<file path="config.mk">
export PLATFORM = sky130hd
export DESIGN_NAME = sub_32bit_pipe
export DESIGN_NICKNAME = d
export VERILOG_FILES = /design/src/rtl/sub_pkg.sv /design/src/rtl/sub_slice.sv /design/src/rtl/sub_32bit_pipe.sv
export SDC_FILE = /design/constraint.sdc
export NUM_CORES = 1
export LEC_CHECK = 0
export ABC_AREA = 1
export BUFFER_PORTS_ARGS = -buffer_cell sky130_fd_sc_hd__buf_2
export CAP_MARGIN = 5
export CORE_MARGIN = 2
export CORE_UTILIZATION = 45
export CTS_CLUSTER_DIAMETER = 50
export DETAILED_ROUTE_END_ITERATION = 6
export MAX_ROUTING_LAYER = met4
export PLACE_DENSITY = 0.71
export SYNTH_ARGS = -nofsm -noshare
export SYNTH_HDL_FRONTEND = slang
export SYNTH_HIERARCHICAL = 1
export SYNTH_SLANG_ARGS = --single-unit
</file>
<file path="constraint.sdc">
create_clock -name clk -period 4.95 [get_ports clk]
set_input_delay 0.2475 -clock clk [delete_from_list [all_inputs] [get_ports clk]]
set_output_delay 0.2475 -clock clk [all_outputs]
set_load 0.01 [all_outputs]
</file>
<file path="src/rtl/sub_pkg.sv">
`default_nettype none
// ============================================================================
// Package     : sub_pkg
// Description : Shared constants for the pipelined slice subtractor.
//               DEFAULT_WIDTH / DEFAULT_SLICE_W are the parameter defaults
//               of sub_32bit_pipe; DEFAULT_NSTAGE is the matching stage
//               count (one pipeline stage per slice).
// Revision    : 1.0 - initial release
// ============================================================================
package sub_pkg;

    localparam int DEFAULT_WIDTH   = 32;
    localparam int DEFAULT_SLICE_W = 8;
    localparam int DEFAULT_NSTAGE  = DEFAULT_WIDTH / DEFAULT_SLICE_W;

endpackage : sub_pkg
`default_nettype wire

</file>
<file path="src/rtl/sub_slice.sv">
`default_nettype none
// ============================================================================
// Module      : sub_slice
// Description : Purely combinational SLICE_W-bit subtract with borrow chain.
//               diff = (a - b - borrow_in) mod 2^SLICE_W,
//               borrow_out = 1 when the true result is negative.
// Ports       : a, b        - slice operands
//               borrow_in   - borrow from the next-lower slice
//               diff        - slice result
//               borrow_out  - borrow into the next-higher slice
// Revision    : 1.0 - initial release
// ============================================================================
module sub_slice #(
    parameter int SLICE_W = 8
) (
    input  logic [SLICE_W-1:0] a,
    input  logic [SLICE_W-1:0] b,
    input  logic               borrow_in,
    output logic [SLICE_W-1:0] diff,
    output logic               borrow_out
);

    // One extra bit catches the borrow: the subtraction wraps to a value with
    // the top bit set exactly when a < b + borrow_in.
    logic [SLICE_W:0] w_full;

    assign w_full     = {1'b0, a} - {1'b0, b} - {{SLICE_W{1'b0}}, borrow_in};
    assign diff       = w_full[SLICE_W-1:0];
    assign borrow_out = w_full[SLICE_W];

endmodule : sub_slice
`default_nettype wire

</file>
<file path="src/rtl/sub_32bit_pipe.sv">
`default_nettype none
// ============================================================================
// Module      : sub_32bit_pipe
// Description : Valid/ready pipelined unsigned subtractor. Stage k resolves
//               diff slice k using the borrow registered by stage k-1, so a
//               beat takes NSTAGE = WIDTH/SLICE_W cycles to emerge. WIDTH
//               must be an integer multiple of SLICE_W.
// Ports       : clk, rst            - clock, synchronous active-high reset
//               in_valid/in_ready   - upstream handshake (a, b)
//               a, b                - unsigned minuend / subtrahend
//               out_valid/out_ready - downstream handshake (diff, borrow)
//               diff                - (a - b) mod 2^WIDTH
//               borrow              - 1 iff a < b
// Revision    : 1.0 - initial release
// ============================================================================
module sub_32bit_pipe
    import sub_pkg::*;
#(
    parameter int WIDTH   = DEFAULT_WIDTH,
    parameter int SLICE_W = DEFAULT_SLICE_W
) (
    input  logic             clk,
    input  logic             rst,
    input  logic             in_valid,
    output logic             in_ready,
    input  logic [WIDTH-1:0] a,
    input  logic [WIDTH-1:0] b,
    output logic             out_valid,
    input  logic             out_ready,
    output logic [WIDTH-1:0] diff,
    output logic             borrow
);

    localparam int NSTAGE = WIDTH / SLICE_W;

    // Stage registers. r_a/r_b carry the operands forward so later stages can
    // resolve their upper slices; r_d accumulates the resolved low slices.
    logic [NSTAGE-1:0]            r_valid;
    logic [NSTAGE-1:0]            r_borrow;
    logic [NSTAGE-1:0][WIDTH-1:0] r_a;
    logic [NSTAGE-1:0][WIDTH-1:0] r_b;
    logic [NSTAGE-1:0][WIDTH-1:0] r_d;

    // Per-stage inputs (from ports for stage 0, from stage k-1 otherwise)
    logic [NSTAGE-1:0]              w_v_in;
    logic [NSTAGE-1:0]              w_bin;
    logic [NSTAGE-1:0][WIDTH-1:0]   w_a_in;
    logic [NSTAGE-1:0][WIDTH-1:0]   w_b_in;
    logic [NSTAGE-1:0][WIDTH-1:0]   w_d_in;
    logic [NSTAGE-1:0][WIDTH-1:0]   w_d_next;
    logic [NSTAGE-1:0][SLICE_W-1:0] w_sdiff;
    logic [NSTAGE-1:0]              w_bout;
    logic                           w_en;

    // The whole pipe advances together; it only stalls when a result is
    // sitting at the output and downstream is not taking it.
    assign w_en     = !r_valid[NSTAGE-1] || out_ready;
    assign in_ready = w_en;

    always_comb begin
        w_v_in[0] = in_valid;
        w_a_in[0] = a;
        w_b_in[0] = b;
        w_d_in[0] = '0;
        w_bin[0]  = 1'b0;
        for (int k = 1; k < NSTAGE; k++) begin
            w_v_in[k] = r_valid[k-1];
            w_a_in[k] = r_a[k-1];
            w_b_in[k] = r_b[k-1];
            w_d_in[k] = r_d[k-1];
            w_bin[k]  = r_borrow[k-1];
        end
    end

    // Merge each stage's freshly resolved slice into the running result.
    always_comb begin
        for (int k = 0; k < NSTAGE; k++) begin
            w_d_next[k]                        = w_d_in[k];
            w_d_next[k][k*SLICE_W +: SLICE_W]  = w_sdiff[k];
        end
    end

    generate
        for (genvar k = 0; k < NSTAGE; k++) begin : g_stage
            sub_slice #(
                .SLICE_W (SLICE_W)
            ) u_slice (
                .a          (w_a_in[k][k*SLICE_W +: SLICE_W]),
                .b          (w_b_in[k][k*SLICE_W +: SLICE_W]),
                .borrow_in  (w_bin[k]),
                .diff       (w_sdiff[k]),
                .borrow_out (w_bout[k])
            );
        end
    endgenerate

    // Bubbles still latch whatever is on a/b; their valid bit is 0 so that
    // data never reaches a consumer and never touches neighbouring beats.
    always_ff @(posedge clk) begin
        if (rst) begin
            r_valid  <= '0;
            r_borrow <= '0;
            r_a      <= '0;
            r_b      <= '0;
            r_d      <= '0;
        end else if (w_en) begin
            r_valid  <= w_v_in;
            r_borrow <= w_bout;
            r_a      <= w_a_in;
            r_b      <= w_b_in;
            r_d      <= w_d_next;
        end
    end

    assign out_valid = r_valid[NSTAGE-1];
    assign diff      = r_d[NSTAGE-1];
    assign borrow    = r_borrow[NSTAGE-1];

    // Operands have nothing left to resolve after the final stage.
    logic w_unused;
    assign w_unused = ^{r_a[NSTAGE-1], r_b[NSTAGE-1]};

endmodule : sub_32bit_pipe
`default_nettype wire

</file>
==> impl_metrics.env, run 1 <==
export IMPL_cp_top_family="buffers and inverters"
export IMPL_crit_slowest_cell="dfxtp_4"
export IMPL_antenna_left=0
export IMPL_die_h_um=155.5
export IMPL_tns_ns=0
export IMPL_report_final_slew_viol_count=0
export IMPL_clk_pin_slew_ns=0.08
export IMPL_place_worst_setup_slack_ns=2.839
export IMPL_tritoncts="done"
export IMPL_path_class="flop to primary output"
export IMPL_p_seq_frac=0.433
export IMPL_ys_seq_area_frac=0.3565
export IMPL_layout_drive_gt1_share=0.09290
export IMPL_power_switching_mw=1.245
export IMPL_finalNetCount=1767
export IMPL_ys_seq_elements=184
export IMPL_final_cell_mix="nor2_1 (378), inv_1 (335), nand2_1 (312)"
export IMPL_wl_per_cell_um=10.56
export IMPL_drcViolationCount=0
export IMPL_skew_ns=0.01132
export IMPL_worst_pin_slew_ns=1.110
export IMPL_grt_setup_unrepaired="false"
export IMPL_io_buffers=102
export IMPL_n_antenna_cell=0
export IMPL_start_kind="flop"
export IMPL_setup_viol=0
export IMPL_required_ns=4.70
export IMPL_final_common_cell="nor2_1"
export IMPL_p_leak_nw=5.679
export IMPL_drt_iter0_markers=584
export IMPL_max_stage_delay_ns=0.70
export IMPL_synth_nets=1751
export IMPL_p_int_mw=2.691
export IMPL_fin_util=0.4983
export IMPL_switching_share=0.3163
export IMPL_grt_overflow_total=0
export IMPL_critPathArrivalTime_ns=2.12
export IMPL_period_needed_ns=2.372
export IMPL_syn_to_final_growth_pct=8.852
export IMPL_grt_use_total=0.1836
export IMPL_timing_final_ws_setup_ns=2.578
export IMPL_clk_path_buf_depth=2
export IMPL_pwr_share_clk=0.352
export IMPL_ys_warn_count=6
export IMPL_pin_count=103
export IMPL_die_width_um=155.5
export IMPL_slew_headroom=0.2599
export IMPL_power_mw=3.936
export IMPL_max_cap_viol_count=0
export IMPL_cts_buffers=17
export IMPL_ys_types=20
export IMPL_grt_first_pass_wirelength_um=36440
export IMPL_via_count=8530
export IMPL_cts_num_sinks=184
export IMPL_clkLatencyLatePin_ns=0.44
export IMPL_hp_class="input pin to flop"
export IMPL_ir_worst_vdd_mv=0.2199
export IMPL_critPathBufInv=2
export IMPL_antenna_found_initial=0
export IMPL_grt_pass1_vias=7942
export IMPL_fmax_mhz=421.6
export IMPL_grt_max_degree=148
export IMPL_p_comb_frac=0.215
export IMPL_coreArea_um2=22570
export IMPL_rows=55
export IMPL_synthCells=1619
export IMPL_post_cts_buffers=0
export IMPL_synth_area_per_cell_um2=6.382
export IMPL_p_per_area_nw_per_um2=350.0
export IMPL_htree_levels=4
export IMPL_finalHoldViolCount=0
export IMPL_die_area_um2=24190
export IMPL_root_buffer="clkbuf_16"
export IMPL_firstDrtPassIters=7
export IMPL_crit_chain="buf_4 -> nand2_1 -> buf_2"
export IMPL_place_hpwl_um=12600
export IMPL_nFillCells=2318
export IMPL_status="completed"
export IMPL_place_congestion=0.7873
export IMPL_syn_area_um2=10330
export IMPL_drt_wl_total_um=20410
export IMPL_via_per_inst=4.415
export IMPL_period_share=0.4792
export IMPL_cp_max_fo=60
export IMPL_cp_end_kind="primary output"
export IMPL_start_util=0.4578
-- logic make-up (layout without fill, tap and decap cells) --
logic type                 Yosys count  after routing  share of synthesized area
AOI/OAI and AO/OA                   13             13                    0.01211
xor gates and xnor gates            16             16                    0.01356
adders and majority gates           64             64                    0.08331
buffers and inverters              451            479                     0.1855
DFF                                184            184                     0.3565
other                                1              1                  0.0003629
and+or+nand+nor                    890            890                     0.3486
-- cells in the mapped netlist --
cell / n / area (um^2)
nor2_2: 1 / 6.260
nand3b_1: 4 / 30.03
inv_1: 337 / 1265
ha_1: 56 / 700.7
dfxtp_1: 184 / 3684
buf_2: 56 / 280.3
inv_2: 1 / 3.750
fa_1: 8 / 160.2
xor2_1: 12 / 105.1
nand2_1: 312 / 1171
clkbuf_1: 8 / 30.03
nor2_1: 378 / 1419
a21oi_4: 4 / 65.06
conb_1: 1 / 3.750
o21ai_2: 4 / 35.03
buf_4: 41 / 307.8
buf_1: 8 / 30.03
a21oi_1: 5 / 25.02
nand3_1: 195 / 975.9
xnor2_1: 4 / 35.03
-- per-layer routing --
| metal | part of all wire | global-route usage |
|---|---|---|
| met5 | 0 | - |
| met4 | 0.011 | 0.04806 |
| met3 | 0.038 | 0.02944 |
| met2 | 0.42 | 0.2693 |
| met1 | 0.54 | 0.2632 |
-- worst paths after layout --
kind	from	to	slack [ns]	cells after the start
min reg2reg	r_valid[2]$_SDFFE_PP0P_	r_valid[3]$_SDFFE_PP0P_	0.47	2
max reg2reg	r_b[48]$_SDFFE_PP0P_	r_d[85]$_SDFFE_PP0P_	3.03	12
min	b[27]	r_b[27]$_SDFFE_PP0P_	0.03	3
max	r_valid[3]$_SDFFE_PP0P_	in_ready	2.58	3
-- final cells by class --
type / count / area (um^2) / share of cell area
tap: 285 / 356.6 / 0.03171
clock inverter: 14 / 178.9 / 0.01591
inverter: 338 / 1276 / 0.1135
multi-input combinational: 984 / 4737 / 0.4212
timing repair buffer: 110 / 585.6 / 0.05206
sequential: 184 / 3687 / 0.3278
clock buffer: 17 / 425.4 / 0.03782
-- registers in the layout, summed over array words and instances (netlist names) --
name and flops:
diff 32, r_borrow 4, r_valid 4, r_b 48, r_a 48, r_d 48
-- repair_timing --
action / CTS / global route
setup endpoints to repair: 0 / 0
hold endpoints to repair: 1 / 0
gates resized for setup: 0 / 0
hold buffers: 1 / 0
-- power groups by stage --
stage	registers, mW	clock network (mW)	logic (mW)
after floorplan	1.71	0	0.705
after global placement	1.73	0	0.828
after detailed placement	1.74	0	0.839
after CTS	1.70	1.42	0.851
after global routing	1.72	1.48	0.994
final	1.70	1.39	0.847
-- worst reg2reg max path: stages, from the launching register on --
cell     delay [ns]
dfxtp_1        0.33
inv_1          0.06
fa_1           0.55
inv_1          0.06
ha_1           0.18
o21ai_2        0.13
nand2_1        0.10
nand2_1        0.09
nand2_1        0.05
nand2_1        0.05
nand2_1        0.04
nor2_1         0.11
nor2_1         0.06
-- per-stage QoR --
| stage | hold WS [ns] | instances | cell area [um^2] |
|---|---|---|---|
| 2_1_floorplan | 0.3166 | 1619 | 10330 |
| 3_3_place_gp | 0.4484 | 1900 | 10630 |
| 3_5_place_dp | 0.4568 | 1900 | 10630 |
| 4_1_cts | 0.01029 | 1932 | 11250 |
| 5_1_grt | 0.02654 | 1932 | 11250 |
| 6_report | 0.02594 | 1932 | 11250 |
Power figures use the tool's default switching activity.
==> run 2, diff against run 1 <==
==> constraint.sdc (replaced) <==
create_clock -name clk -period 2.4 [get_ports clk]
set_input_delay 0.12 -clock clk [delete_from_list [all_inputs] [get_ports clk]]
set_output_delay 0.12 -clock clk [all_outputs]
set_load 0.01 [all_outputs]
==> run 2 against run 1 <==
Net effect:
- final cell count is 2.6% higher
- global-route usage shrank 0.38 points
- largest cell class unchanged
- largest power group unchanged
- clock-buffer cell count up 1
==> impl_metrics.env, run 2 (same netlist as run 1, synthesis figures left out) <==
export IMPL_status="completed"
export IMPL_place_congestion=0.8310
export IMPL_ir_worst_vdd_mv=0.4870
export IMPL_tritoncts="done"
export IMPL_via_per_inst=4.431
export IMPL_syn_to_final_growth_pct=14.29
export IMPL_final_cell_mix="nor2_1 (378), inv_1 (335), nand2_1 (312)"
export IMPL_max_cap_viol_count=0
export IMPL_grt_first_pass_wirelength_um=35730
export IMPL_drcViolationCount=0
export IMPL_grt_overflow_total=0
export IMPL_skew_ns=0.01017
export IMPL_fmax_mhz=528.9
export IMPL_start_kind="flop"
export IMPL_p_leak_nw=5.910
export IMPL_critPathBufInv=2
export IMPL_grt_use_total=0.1798
export IMPL_worst_pin_slew_ns=0.7267
export IMPL_cp_top_family="adder cells"
export IMPL_cts_num_sinks=184
export IMPL_place_inst=1901
export IMPL_io_buffers=102
export IMPL_pin_count=103
export IMPL_htree_levels=4
export IMPL_clkLatencyLatePin_ns=0.43
export IMPL_tns_ns=0
export IMPL_post_cts_buffers=0
export IMPL_path_class="flop to flop"
export IMPL_finalHoldViolCount=0
export IMPL_slew_headroom=0.5156
export IMPL_drt_wl_total_um=20700
export IMPL_period_share=0.7878
export IMPL_stdcell_count=1983
export IMPL_wl_per_cell_um=10.44
export IMPL_n_antenna_cell=0
export IMPL_grt_pass1_vias=7863
export IMPL_grt_setup_unrepaired="false"
export IMPL_crit_slowest_cell="fa_1"
export IMPL_setup_viol=0
export IMPL_timing_final_ws_setup_ns=0.5092
export IMPL_clk_pin_slew_ns=0.08
export IMPL_critPathArrivalTime_ns=2.21
export IMPL_crit_top_cell="nand2_1"
export IMPL_drt_iter0_markers=523
export IMPL_crit_chain="inv_1 -> fa_1 -> inv_1 -> ha_1 -> o21ai_2 -> nand2_1 -> nand2_1 -> nand2_1 -> nand2_1 -> nand2_1 -> nor2_1 -> nor2_1"
export IMPL_required_ns=2.72
export IMPL_hp_class="input pin to flop"
export IMPL_coreArea_um2=22570
export IMPL_fin_util=0.5232
export IMPL_reg_top3="r_a (48), r_b (48), r_d (48)"
export IMPL_firstDrtPassIters=5
export IMPL_die_width_um=155.5
export IMPL_layout_drive_gt1_share=0.09069
export IMPL_cp_max_fo=3
export IMPL_report_final_slew_viol_count=0
export IMPL_rows=55
export IMPL_die_h_um=155.5
export IMPL_max_stage_delay_ns=0.52
export IMPL_place_hpwl_um=12690
export IMPL_start_util=0.4578
export IMPL_period_needed_ns=1.891
export IMPL_final_common_cell="nor2_1"
export IMPL_cts_buffers=17
export IMPL_via_count=8786
export IMPL_place_worst_setup_slack_ns=0.5148
export IMPL_grt_max_degree=164
export IMPL_antenna_left=0
export IMPL_antenna_found_initial=0
export IMPL_die_area_um2=24190
export IMPL_p_per_area_nw_per_um2=693.4
export IMPL_r2r_setup_slack_ns=0.51
export IMPL_root_buffer="clkbuf_16"
export IMPL_finalNetCount=1817
export IMPL_power_mw=8.188
export IMPL_cp_end_kind="flop"
export IMPL_clk_path_buf_depth=2
==> run 2: worst paths after layout <==
path                                         startpoint                       to  cells after the start
worst max register to register      r_b[8]$_SDFFE_PP0P_     r_d[45]$_SDFFE_PP0P_                     12
worst min-delay path                               a[1]      r_d[0]$_SDFFE_PP0P_                      4
worst min register to register  r_valid[2]$_SDFFE_PP0P_  r_valid[3]$_SDFFE_PP0P_                      2
worst max-delay path                r_b[8]$_SDFFE_PP0P_     r_d[45]$_SDFFE_PP0P_                     12
==> run 2: area by class of cell <==
class | count | area (um^2)
clock buffer | 18 | 429.2
sequential | 184 | 3687
fill | 2277 | 10760
clock inverter | 14 | 176.4
tap | 285 | 356.6
timing repair buffer | 160 | 1146
multi-input combinational | 984 | 4737
inverter | 338 | 1276
==> run 2: per-stage QoR <==
| stage | cell area [um^2] | hold slack, ns |
|---|---|---|
| after floorplan | 10330 | 0.1891 |
| after global placement | 10700 | 0.3259 |
| after detailed placement | 10700 | 0.3378 |
| after CTS | 11810 | 0.05379 |
| after global routing | 11810 | 0.09108 |
| final | 11810 | 0.06746 |
==> run 2: metal layers <==
metal,vias up,track usage,routed length [um],part of all wire
met5,-,-,0,0
met4,0,0.04412,151,0.0073
met3,13,0.02917,712,0.034
met2,160,0.2748,8831,0.43
met1,3768,0.2494,11000,0.53
li1,4845,-,-,-
==> run 2: worst reg2reg max path, stage by stage (launching register included) <==
cell and delay [ns]:
dfxtp_1 0.35, inv_1 0.07, fa_1 0.52, inv_1 0.05, ha_1 0.18, o21ai_2 0.12
nand2_1 0.10, nand2_1 0.09, nand2_1 0.06, nand2_1 0.05, nand2_1 0.05, nor2_1 0.09
nor2_1 0.06
==> run 2: repair_timing <==
action / in CTS / in global routing
gates resized for setup: 0 / 0
endpoints found under the hold margin: 50 / 0
hold buffers: 50 / 0
==> run 2: power by group <==
part | leakage, nW | total [mW] | internal, mW | switching (mW)
sequential | 1.52 | 3.51 | 3.35 | 0.164
clock | 0.296 | 2.86 | 1.50 | 1.35
combinational | 4.09 | 1.82 | 0.767 | 1.05
==> run 3, diff against run 2 <==
==> constraint.sdc (replaced) <==
create_clock -name clk -period 1.9 [get_ports clk]
set_input_delay 0.095 -clock clk [delete_from_list [all_inputs] [get_ports clk]]
set_output_delay 0.095 -clock clk [all_outputs]
set_load 0.01 [all_outputs]
==> run 3 against run 2 <==
Net effect:
- die area did not move
- setup slack worse by 0.43 ns
- global-route usage rose by 0.66 points
- critical path depth unchanged
==> impl_metrics.env, run 3 (same netlist as run 1, synthesis figures left out) <==
export IMPL_antenna_left=0
export IMPL_required_ns=2.22
export IMPL_ir_worst_vdd_mv=0.5743
export IMPL_period_share=0.9571
export IMPL_status="completed"
export IMPL_final_common_cell="nor2_1"
export IMPL_p_leak_nw=5.994
export IMPL_grt_max_degree=105
export IMPL_drt_iter0_markers=569
export IMPL_root_buffer="clkbuf_16"
export IMPL_setup_viol=0
export IMPL_stdcell_count=1998
export IMPL_place_hpwl_um=13460
export IMPL_cp_end_kind="flop"
export IMPL_start_kind="flop"
export IMPL_cts_num_sinks=184
export IMPL_syn_to_final_growth_pct=18.13
export IMPL_cts_buffers=17
export IMPL_drt_wl_total_um=21840
export IMPL_layout_drive_gt1_share=0.1343
export IMPL_firstDrtPassIters=5
export IMPL_finalNetCount=1833
export IMPL_start_util=0.4578
export IMPL_tritoncts="done"
export IMPL_via_per_inst=4.468
export IMPL_path_class="flop to flop"
export IMPL_die_area_um2=24190
export IMPL_worst_pin_slew_ns=0.5880
export IMPL_pin_count=103
export IMPL_grt_overflow_total=0
export IMPL_hold_slack_ns=0.04862
export IMPL_grt_use_total=0.1863
export IMPL_via_count=8927
export IMPL_rows=55
export IMPL_cp_max_fo=3
export IMPL_drcViolationCount=0
export IMPL_clk_path_buf_depth=2
export IMPL_grt_pass1_vias=8050
export IMPL_hp_class="input pin to flop"
export IMPL_io_buffers=102
export IMPL_critPathArrivalTime_ns=2.14
export IMPL_period_needed_ns=1.818
export IMPL_slew_headroom=0.6071
export IMPL_clkLatencyLatePin_ns=0.43
export IMPL_clk_pin_slew_ns=0.07
export IMPL_coreArea_um2=22570
export IMPL_reg_top3="r_a (48), r_b (48), r_d (48)"
export IMPL_fmax_mhz=549.9
export IMPL_max_cap_viol_count=0
export IMPL_htree_levels=4
export IMPL_wl_per_cell_um=10.93
export IMPL_antenna_found_initial=0
export IMPL_place_congestion=0.8585
export IMPL_p_per_area_nw_per_um2=856.3
export IMPL_skew_ns=0.01096
export IMPL_grt_first_pass_wirelength_um=37000
export IMPL_die_h_um=155.5
export IMPL_die_width_um=155.5
export IMPL_n_antenna_cell=0
export IMPL_place_inst=1915
export IMPL_report_final_slew_viol_count=0
export IMPL_final_cell_mix="nor2_1 (378), inv_1 (329), nand2_1 (292)"
export IMPL_finalHoldViolCount=0
-- run 3: cell count changes in the layout (fill, tap and decap cells not counted), sizes merged --
cell	change
buf	+16
clkinv	-1
clkbuf	-1
clkinvlp	+2
bufinv	-1
-- run 3: power by group --
part           leakage [nW]  switching [mW]  internal (mW)
clock                 0.278            1.72           1.76
combinational          4.19            1.45           1.08
sequential             1.52           0.199           4.23
total                  5.99            3.37           7.08
-- run 3: repair_timing --
action                                 4_1_cts  5_1_grt
hold buffers                                50        0
buffers inserted                             0        2
endpoints found under the hold margin       50        0
pin swaps                                    0       22
setup endpoints to repair                    1       16
gates resized for setup                      1       63
-- run 3: worst max-delay path, cell delays in order (launching register included) --
cell	delay, ns
dfxtp_2	0.34
inv_2	0.04
fa_2	0.56
inv_2	0.04
ha_2	0.17
o21ai_2	0.12
nand2_2	0.09
nand2_2	0.09
nand2_2	0.04
nand2_1	0.05
nand2_1	0.05
nor2_1	0.09
nor2_1	0.04
-- run 3: layout make-up --
cell class | count | area (um^2)
clock buffers | 17 | 425.4
clock inverters | 14 | 150.1
fillers | 2227 | 10370
inverters | 338 | 1276
multi-input cells | 984 | 4955
flip-flops and latches | 184 | 3701
well taps | 285 | 356.6
repair buffers | 176 | 1341
-- run 3: layer usage --
layer	GRT usage	wire length (um)
met1	0.2619	11210
met2	0.2859	9670
met3	0.02722	757
met4	0.04019	199
met5	-	0
-- run 3: worst paths after layout --
check                                              start                    end  slack (ns)  cells past startpoint
worst min-delay path                                a[1]    r_d[0]$_SDFFE_PP0P_        0.05                      4
worst min register to register      r_d[78]$_SDFFE_PP0P_  diff[14]$_SDFFE_PP0P_        0.48                      2
worst max register to register  r_borrow[1]$_SDFFE_PP0P_   r_d[85]$_SDFFE_PP0P_        0.08                     12
worst max-delay path            r_borrow[1]$_SDFFE_PP0P_   r_d[85]$_SDFFE_PP0P_        0.08                     12
-- run 3: per-stage QoR --
step | worst slack [ns] | util | area (um^2) | TNS [ns] | total power [mW]
2_1_floorplan | 0.1652 | - | 10330 | 0 | 6.302
3_3_place_gp | 0.09151 | 0.4822 | 10880 | 0 | 6.715
3_5_place_dp | 0.02391 | 0.4822 | 10880 | 0 | 6.772
4_1_cts | 0.01216 | 0.5300 | 11960 | 0 | 10.35
5_1_grt | -0.03332 | 0.5407 | 12210 | -0.08664 | 11.08
6_report | 0.08158 | 0.5407 | 12210 | 0 | 10.45
